$ cat src/rtl/cpu_pkg.sv
// Shared decode constants and the jump-redirect FSM state type.
package cpu_pkg;
  localparam logic [5:0] OP_SPECIAL   = 6'b000000;
  localparam logic [4:0] OP_J_PREFIX  = 5'b00001;
  localparam logic [4:0] FN_JR_PREFIX = 5'b00100;

  typedef enum logic [1:0] {IDLE, WAIT_SRC, ISSUE} jctl_state_t;

  function automatic logic [31:0] j_target(input logic [31:0] pc_plus4, input logic [31:0] instr);
    return {pc_plus4[31:28], instr[25:0], 2'b00};
  endfunction
endpackage

$ cat src/rtl/jr_hazard_detect.sv
// Combinational rs-versus-E/M/M2 producer compare; W is covered by the regfile bypass.
module jr_hazard_detect (
  input  logic       en,
  input  logic [4:0] rs,
  input  logic       regwrite_e,
  input  logic       regwrite_m,
  input  logic       regwrite_m2,
  input  logic [4:0] writereg_e,
  input  logic [4:0] writereg_m,
  input  logic [4:0] writereg_m2,
  output logic       haz
);
  assign haz = en && (rs != 5'd0) &&
               ((regwrite_e  && (writereg_e  == rs)) ||
                (regwrite_m  && (writereg_m  == rs)) ||
                (regwrite_m2 && (writereg_m2 == rs)));
endmodule

$ cat src/rtl/jump_redirect_ctrl.sv
// Turns decode-stage j/jal/jr/jalr into one registered redirect request to fetch.
// Optional perf counters (jump_cnt, stall_cnt) are built only under `define JUMP_PERF_EN.
module jump_redirect_ctrl
  import cpu_pkg::*;
#(
  parameter int PERF_W = 32
) (
  input  logic              clk,
  input  logic              resetn,
  input  logic              valid_d,
  input  logic [31:0]       instr_d,
  input  logic [31:0]       pc_plus4_d,
  input  logic [31:0]       src_a_d,
  input  logic              regwrite_e,
  input  logic              regwrite_m,
  input  logic              regwrite_m2,
  input  logic [4:0]        writereg_e,
  input  logic [4:0]        writereg_m,
  input  logic [4:0]        writereg_m2,
  input  logic              flush_i,
  input  logic              redir_ready,
  output logic              stall_d,
  output logic              redir_valid,
  output logic [31:0]       redir_target,
  output logic              redir_adel
`ifdef JUMP_PERF_EN
  ,
  output logic [PERF_W-1:0] jump_cnt,
  output logic [PERF_W-1:0] stall_cnt
`endif
);
  jctl_state_t state, state_nxt;
  logic        is_jr, is_j, jump, haz, load;
  logic [31:0] tgt_nxt;
  logic        adel_nxt;

  assign is_jr = (instr_d[31:26] == OP_SPECIAL) && (instr_d[5:1] == FN_JR_PREFIX);
  assign is_j  = (instr_d[31:27] == OP_J_PREFIX);
  assign jump  = valid_d && (is_jr || is_j);

  // j/jal targets are word aligned by construction, so only jr/jalr can fault
  assign tgt_nxt  = is_jr ? src_a_d : j_target(pc_plus4_d, instr_d);
  assign adel_nxt = is_jr && (src_a_d[1:0] != 2'b00);

  jr_hazard_detect u_haz (
    .en          (is_jr),
    .rs          (instr_d[25:21]),
    .regwrite_e  (regwrite_e),
    .regwrite_m  (regwrite_m),
    .regwrite_m2 (regwrite_m2),
    .writereg_e  (writereg_e),
    .writereg_m  (writereg_m),
    .writereg_m2 (writereg_m2),
    .haz         (haz)
  );

  always_comb begin
    state_nxt = state;
    load      = 1'b0;
    case (state)
      IDLE: if (jump) begin
        state_nxt = haz ? WAIT_SRC : ISSUE;
        load      = ~haz;
      end
      WAIT_SRC: if (!haz) begin
        state_nxt = ISSUE;
        load      = 1'b1;
      end
      ISSUE: if (redir_ready) state_nxt = IDLE;
      default: state_nxt = IDLE;
    endcase
    if (flush_i) begin
      state_nxt = IDLE;
      load      = 1'b0;
    end
  end

  always_ff @(posedge clk or negedge resetn) begin
    if (!resetn) begin
      state        <= IDLE;
      redir_target <= 32'd0;
      redir_adel   <= 1'b0;
    end else begin
      state <= state_nxt;
      if (load) begin
        redir_target <= tgt_nxt;
        redir_adel   <= adel_nxt;
      end
    end
  end

  assign redir_valid = (state == ISSUE);
  // gated by resetn so decode is released the moment reset asserts
  assign stall_d = resetn && !flush_i &&
                   (((state == IDLE) && jump) || (state == WAIT_SRC) ||
                    ((state == ISSUE) && !redir_ready));

  wire unused_pc = &{1'b0, pc_plus4_d[27:0]};

`ifdef JUMP_PERF_EN
  always_ff @(posedge clk or negedge resetn) begin
    if (!resetn) begin
      jump_cnt  <= '0;
      stall_cnt <= '0;
    end else begin
      if (redir_valid && redir_ready) jump_cnt <= jump_cnt + PERF_W'(1);
      if (stall_d) stall_cnt <= stall_cnt + PERF_W'(1);
    end
  end
`else
  localparam int unused_perf_w = PERF_W;
`endif
endmodule

$ cat config.mk
export PLATFORM = sky130hd
export DESIGN_NAME = jump_redirect_ctrl
export DESIGN_NICKNAME = d
export VERILOG_FILES = /design/src/rtl/cpu_pkg.sv /design/src/rtl/jr_hazard_detect.sv /design/src/rtl/jump_redirect_ctrl.sv
export SDC_FILE = /design/constraint.sdc
export NUM_CORES = 1
export LEC_CHECK = 0
export ABC_AREA = 1
export BUFFER_PORTS_ARGS = -buffer_cell sky130_fd_sc_hd__buf_4
export CAP_MARGIN = 20
export CELL_PAD_IN_SITES_DETAIL_PLACEMENT = 0
export CELL_PAD_IN_SITES_GLOBAL_PLACEMENT = 1
export CORE_ASPECT_RATIO = 1.1
export CORE_UTILIZATION = 28
export DETAILED_ROUTE_END_ITERATION = 8
export MAX_ROUTING_LAYER = met4
export PLACE_DENSITY = 0.89
export SETUP_SLACK_MARGIN = 0.15
export SLEW_MARGIN = 5
export SYNTH_ARGS = -nofsm -noshare
export SYNTH_HDL_FRONTEND = slang
export SYNTH_SLANG_ARGS = --single-unit
$ cat constraint.sdc
create_clock -name clk -period 2.3 [get_ports clk]
set_input_delay 0.115 -clock clk [delete_from_list [all_inputs] [get_ports clk]]
set_output_delay 0.115 -clock clk [all_outputs]
set_load 0.01 [all_outputs]
==> summary.txt, run 1 <==
Run status
  • Outcome: finished clean

Final layout
  • Final instance count without filler cells: 569
  • Nets: 582
  • Area growth syn-to-layout: 52.0%
  • Fillers: 835
  • Storage cell area: 876 sq um
  • Area of the multi-input gates: 1110 sq um
  • Design Area, Final: 3350 sq um
  • ANT cells: 0
  • Share of cells above drive strength 1: 31.7%

Clock tree
  • CTS tree: done
  • TritonCTS Buffers: 5
  • Buffers from clock root to sink, at most: 2
  • Reg clk slew, reported paths: 0.07 ns
  • H-tree Lvls: 2
  • CTS Root Cell: clkbuf_8
  • Clk sink count: 35
  • Post-CTS setup repair buffer count: 0
  • Clock Latency Late Sink: 0.28 ns

STA
  • Fmax: 641 MHz
  • Least-Margin Pin Slew: 0.501 ns
  • Setup-failing EPs final: 0
  • Slew margin rel.: 66.3%
  • Final hold vios: 0
  • Setup WS post-layout: 0.739 ns
  • Period Utilization, post-route: 67.9%
  • Final Slew Violations: 0
  • Clock skew after layout: 0.00312 ns
  • Setup_tns: 0 ns
  • Unrepaired setup endpoints after global routing: no
  • Minimum clock period: 1.56 ns

Synth
  • Ys Warns: 0
  • Post-synth top cells: nand2_1 (110), nor2_1 (86), nand3_1 (40), dfrtp_1 (35), inv_1 (26)
  • Area leader, netlist: dfrtp_1
  • Synth Cell Area: 2200 sq um
  • Fraction of the yosys area taken by sequential cells: 39.8%
  • Mapped Cells: 340
  • Distinct cell type count after synthesis: 21
  • Flops & latches, synth: 35
  • Top post-synthesis cells by area: dfrtp_1 (40%), nand2_1 (19%), nor2_1 (15%)
  • Mean Syn Cell Area: 6.48 sq um
  • Syn_nets: 459
  • Yosys top cell area share: 39.8%
  • Top FF cell, synth: dfrtp_1
  • Post-synthesis async set-or-reset flop share: 100%
  • Post-synth EDFFs: 0
  • Count leader, synth: nand2_1

Worst setup path
  • Slowest stage delay, CP: 0.40 ns
  • CP max stage cell: nand2_4
  • Worst Path Arrival: 1.78 ns
  • Worst Path Required: 2.52 ns
  • Startpoint Class: input port
  • Worst Path Buf+Inv: 2
  • Worst path top cell family by delay: simple AND/OR/NAND/NOR gates
  • Reg2Reg Depth: 6
  • Worst setup EP type: flop
  • Crit-path cells: buf_4, inv_1, nand2_1, nor2_1, nand3_1, a21oi_4, nand2_4, nand2_4, nand2_1, nand2_1
  • Worst Path Max Fanout: 34
  • R2R Setup Slk: 0.89 ns
  • Most frequent CP cell: nand2_1
  • Worst r2r dst: redir_target[4]
  • CP Class: in -> reg
  • Worst r2r src: state[1]

Drt
  • WL final: 6.27 mm
  • Initial DRC Count: 94
  • DRT Pass-1 Iters: 4
  • Vias per Instance: 4.27
  • Routed Antenna Nets: 0
  • DRC Markers: 0
  • Post-DR wirelength/cell: 11.0 microns
  • Vias: 2,430

Placement
  • DP Cell Count: 560
  • Area after DPL: 3220 sq um
  • Pre-CTS setup slack: 0.444 ns
  • Post-DP HPWL: 4.75 mm
  • IO buf count: 125
  • GP Congestion: 0.809

Min path
  • Hold depth: 4
  • HP Start: flush_i
  • End of the worst hold path: state[0]
  • Worst min path class: in -> reg

Floorplanning
  • Placeable core area: 7560 sq um
  • Die Area: 8230 sq um
  • Starting density of the core: 29.2%
  • Die H: 95.0 microns
  • Io pins: 154
  • Placement Rows: 33
  • Die width: 86.6 microns

Power and ir drop
  • Pwr Total: 1.81 mW
  • P per Cell Area: 542 nW/um^2
  • Leakage: 1.97 nW
  • VDD IR-drop max: 0.000221 V

GRT
  • Vias in the first global route: 2,135
  • Grt total ovfl: 0
  • Largest net degree at the start of global routing: 36
  • GRT Total Usage: 15.7%
  • Initial antenna violation count: 0
  • Global-route wire length before repair: 9.78 mm

Run
  • Max Cap Viol: 0
-- placed cells by master, fill, tap and decap left out --
master / instances
o21ai_0: 2
o21ai_1: 1
nand4_1: 1
o21a_1: 1
nand3_1: 40
a21oi_4: 2
dfrtp_1: 35
dlygate4sd3_1: 1
xor2_1: 4
clkinv_2: 1
nand2_2: 1
nand2_1: 110
nor2_1: 86
buf_12: 1
nor3_1: 2
inv_1: 26
nor4_1: 1
nand2_4: 2
clkbuf_8: 6
bufinv_16: 1
inv_2: 4
a21oi_1: 7
buf_4: 129
-- sequential cells by signal, summed over array words and instances, names as in the netlist --
register	cells
redir_adel	1
state	2
redir_target	32
-- power breakdown --
part / switching (mW) / leakage (nW) / internal [mW]
logic: 0.218 / 1.45 / 0.273
clock network: 0.215 / 0.0612 / 0.351
registers: 0.0501 / 0.451 / 0.708
-- kinds of logic after synthesis --
group / after synthesis / synth area share [%]
flip-flops: 35 / 39.8
buffers and inverters: 45 / 9.77
AND/OR/NAND/NOR: 243 / 44.8
AO/OA/AOI/OAI: 13 / 4.09
XOR/XNOR: 4 / 1.59
-- worst max path at each step --
stage	from	to	slack (ns)	cells after the start
2_1_floorplan	instr_d[29]	redir_adel	1.09	11
3_3_place_gp	instr_d[1]	redir_target[3]	0.44	10
3_5_place_dp	instr_d[2]	redir_target[14]	0.44	10
4_1_cts	instr_d[4]	redir_target[31]	0.75	10
5_1_grt	instr_d[2]	redir_target[3]	0.55	10
6_report	instr_d[2]	redir_target[14]	0.74	10
-- tightest hold or removal path, stage by stage --
cell and delay [ns]:
buf_4 0.09, nor2_1 0.04, nand3_1 0.07, nor2_1 0.04
-- layer usage --
layer / track usage [%] / vias to the layer above / wire length (microns)
met1: 18.8 / 1053 / 2740
met4: 4.03 / 0 / 74
li1: - / 1284 / -
met3: 4.16 / 6 / 425
met2: 26.4 / 87 / 3020
met5: - / - / 0
-- per-stage QoR --
stage               hold slack, ns  util [%]
floorplan                   -0.181         -
global placement             0.228      42.6
detailed placement           0.228      42.6
CTS                          0.106      44.3
global route                 0.118      44.3
finish                       0.119      44.3
-- cell type report --
| type | instances | share of cell area (%) |
|---|---|---|
| Clock buffer | 6 | 2.47 |
| Inverter | 30 | 3.36 |
| Multi-Input combinational cell | 260 | 33.2 |
| Tap cell | 105 | 3.92 |
| Timing Repair Buffer | 131 | 29.8 |
| Sequential cell | 35 | 26.2 |
| Clock inverter | 2 | 1.05 |
-- what timing repair did --
item / 4_1_cts / 5_1_grt
resized for setup: 0 / 0
hold buffers: 1 / 0
hold endpoints to repair: 35 / 0
setup endpoints to repair: 0 / 0
Power figures use the tool's default switching activity.
==> run 2: changes to the inputs <==
Settings changed: CORE_UTILIZATION 28 to 24, PLACE_DENSITY 0.89 to 0.82.
Clock period 2.3 ns to 1.43 ns, I/O delays scaled along.
==> summary.txt, run 2 (synthesized netlist as in run 1, its figures left out) <==
Worst setup path
  • Startpoint Class: flop (was input port)
  • R2R Setup Slk: 0.15 ns (was 0.89 ns)
  • Worst path top cell family by delay: flip-flops (was simple AND/OR/NAND/NOR gates)
  • Worst Path Arrival: 1.23 ns (was 1.78 ns)
  • Critical Path Source: state[0] (was instr_d[2])
  • Reg2Reg Depth: 7 (was 6)
  • Slowest stage delay, CP: 0.41 ns (was 0.40 ns)
  • Worst Path Buf+Inv: 3 (was 2)
  • Worst Path Required: 1.36 ns (was 2.52 ns)
  • Crit-path cells: nor3_2, inv_1, nand2_1, nand3_1, inv_1, buf_4 (was buf_4, inv_1, nand2_1, nor2_1, nand3_1, a21oi_4, nand2_4, nand2_4, nand2_1, nand2_1)
  • CP max stage cell: dfrtp_1 (was nand2_4)
  • Critical Path Stages: 6 (was 10)
  • Most frequent CP cell: inv_1 (was nand2_1)
  • End point of the critical path: stall_d (was redir_target[14])
  • Worst Path Max Fanout: 3 (was 34)
  • Worst setup EP type: primary output (was flop)
  • Worst r2r src: state[1] (unchanged)
  • Worst r2r dst: redir_target[16] (was redir_target[4])
  • CP Class: reg -> out (was in -> reg)

GRT
  • GRT Total Usage: 15.0% (was 15.7%)
  • Initial antenna violation count: 0 (unchanged)
  • Grt total ovfl: 0 (unchanged)
  • Vias in the first global route: 2,381 (was 2,135)
  • Global-route wire length before repair: 10.9 mm (was 9.78 mm)
  • Largest net degree at the start of global routing: 28 (was 36)

STA
  • Slew margin rel.: 65.9% (was 66.3%)
  • Least-Margin Pin Slew: 0.510 ns (was 0.501 ns)
  • Setup WS post-layout: 0.126 ns (was 0.739 ns)
  • Period Utilization, post-route: 91.2%
  • Setup_tns: 0 ns (unchanged)
  • Clock skew after layout: 0.00366 ns (was 0.00312 ns)
  • Setup-failing EPs final: 0 (unchanged)
  • Minimum clock period: 1.30 ns
  • Final Slew Violations: 0 (unchanged)
  • Unrepaired setup endpoints after global routing: yes (was no)
  • Final hold vios: 0 (unchanged)
  • Fmax: 767 MHz

Clock tree
  • Buffers from clock root to sink, at most: 2 (unchanged)
  • Clk sink count: 35 (unchanged)
  • TritonCTS Buffers: 5 (unchanged)
  • CTS Root Cell: clkbuf_8 (unchanged)
  • CTS tree: done (unchanged)
  • Reg clk slew, reported paths: 0.06 ns (was 0.07 ns)
  • Clock Latency Late Sink: 0.28 ns (about the same)
  • H-tree Lvls: 2 (unchanged)

Final layout
  • Commonest non-fill, non-tap cell in the layout: buf_4 (unchanged)
  • Share of cells above drive strength 1: 35.7% (was 31.7%)
  • Biggest regs: redir_target: 32 flops, state: 2 flops, redir_adel: 1 flops (unchanged)
  • Design Area, Final: 3560 sq um (was 3350 sq um)
  • Post-layout util: 40.1% (was 44.3%)
  • Fillers: 958 (was 835)
  • ANT cells: 0 (unchanged)
  • Storage cell area: 876 sq um (unchanged)
  • Commonest non-fill, non-tap cells in the layout: buf_4 (138), nand2_1 (106), nor2_1 (84), nand3_1 (39), dfrtp_1 (35) (was buf_4 (129), nand2_1 (110), nor2_1 (86), nand3_1 (40), dfrtp_1 (35))
  • Area growth syn-to-layout: 61.4% (was 52.0%)
  • Max FFs per register: 32 (unchanged)
  • Final instance count without filler cells: 593 (was 569)
  • Area of the multi-input gates: 1140 sq um (was 1110 sq um)
  • Largest Register: redir_target (unchanged)
  • Nets: 598 (was 582)

Power and ir drop
  • VDD IR-drop max: 0.000339 V (was 0.000221 V)
  • Flop pwr share: 42.5% (was 41.8%)
  • Comb pwr share: 28.0% (was 27.1%)
  • Switching Share: 27.2% (was 26.6%)
  • Clock network power share: 29.5% (was 31.2%)
  • Leakage: 2.07 nW (was 1.97 nW)
  • P per Cell Area: 812 nW/um^2 (was 542 nW/um^2)
  • Internal Dissipation: 2.10 mW (was 1.33 mW)
  • Switching pwr: 0.784 mW (was 0.483 mW)

Drt
  • Routed Antenna Nets: 0 (unchanged)
  • WL final: 6.91 mm (was 6.27 mm)
  • Post-DR wirelength/cell: 11.7 microns (was 11.0 microns)
  • Initial DRC Count: 79 (was 94)
  • Vias: 2,482 (was 2,430)
  • DRC Markers: 0 (unchanged)
  • DRT Pass-1 Iters: 4 (unchanged)
  • Vias per Instance: 4.19 (was 4.27)

Floorplanning
  • Die width: 93.4 microns (was 86.6 microns)
  • Io pins: 154 (unchanged)
  • Placement Rows: 36 (was 33)
  • Die Area: 9570 sq um (was 8230 sq um)
  • Die H: 102 microns (was 95.0 microns)
  • Starting density of the core: 24.8% (was 29.2%)
  • Placeable core area: 8870 sq um (was 7560 sq um)

Placement
  • GP Congestion: 0.769 (was 0.809)
  • IO buf count: 125 (unchanged)
  • Pre-CTS setup slack: -0.0957 ns (was 0.444 ns)
  • Post-DP HPWL: 5.27 mm (was 4.75 mm)
  • Area after DPL: 3370 sq um (was 3220 sq um)
  • DP Cell Count: 582 (was 560)

Min path
  • Worst min path class: in -> reg (unchanged)

Run status
  • Outcome: finished clean (unchanged)

Run
  • Max Cap Viol: 0 (unchanged)
[run 2: cell count changes in the layout (fill, tap and decap cells not counted), sizes merged]
cell    delta
clkinv     -1
clkbuf     +1
buf       +15
[run 2: final cells by class]
cell class | count | share of cell area [%]
Clock buffer | 6 | 2.04
Timing Repair Buffer | 147 | 33.3
Clock inverter | 1 | 0.844
Tap cell | 114 | 4.01
Inverter | 30 | 3.17
Sequential cell | 35 | 24.6
Multi-Input combinational cell | 260 | 32.0
[run 2: through the flow]
step	total power, mW	hold WS [ns]
detailed placement	2.06	-0.0812
CTS	2.93	0.0542
finish	2.89	0.0656
floorplan	1.52	-0.224
global placement	2.05	-0.0824
global route	3.06	0.0831
[run 2: timing repair]
item                                    in CTS  in global routing
setup buffers                                0                  2
endpoints found under the setup margin       1                 35
hold buffers                                 1                  0
resized for setup                            1                 11
hold endpoints to repair                    35                  0
pin swaps                                    1                  2
cloned                                       0                  1
[run 2: worst min-delay path by stage]
| stage | startpoint | end | cells past startpoint |
|---|---|---|---|
| global placement | resetn | redir_target[9] | 1 |
| CTS | redir_ready | state[1] | 4 |
| global route | redir_ready | state[1] | 4 |
| finish | redir_ready | state[1] | 4 |
| detailed placement | resetn | redir_target[1] | 1 |
| floorplan | resetn | redir_adel | 0 |
[run 2: metal layers]
metal  share of wire, %  track usage [%]  wire length (microns)
met5                  0                -                      0
met4               0.64             4.50                     44
met3                5.0             2.51                    345
met2                 49             25.7                   3390
met1                 45             18.2                   3130
[run 2: tightest hold or removal path: stages]
cell and delay, ns:
buf_4 0.08, nor3_2 0.04, nand2_1 0.07, nand2_1 0.05
[run 2: power by group through the flow]
stage / logic (mW) / clock network, mW / registers (mW)
global placement: 0.805 / 0 / 1.24
CTS: 0.816 / 0.883 / 1.23
floorplan: 0.215 / 0 / 1.31
global route: 0.906 / 0.910 / 1.25
finish: 0.808 / 0.851 / 1.23
detailed placement: 0.812 / 0 / 1.25
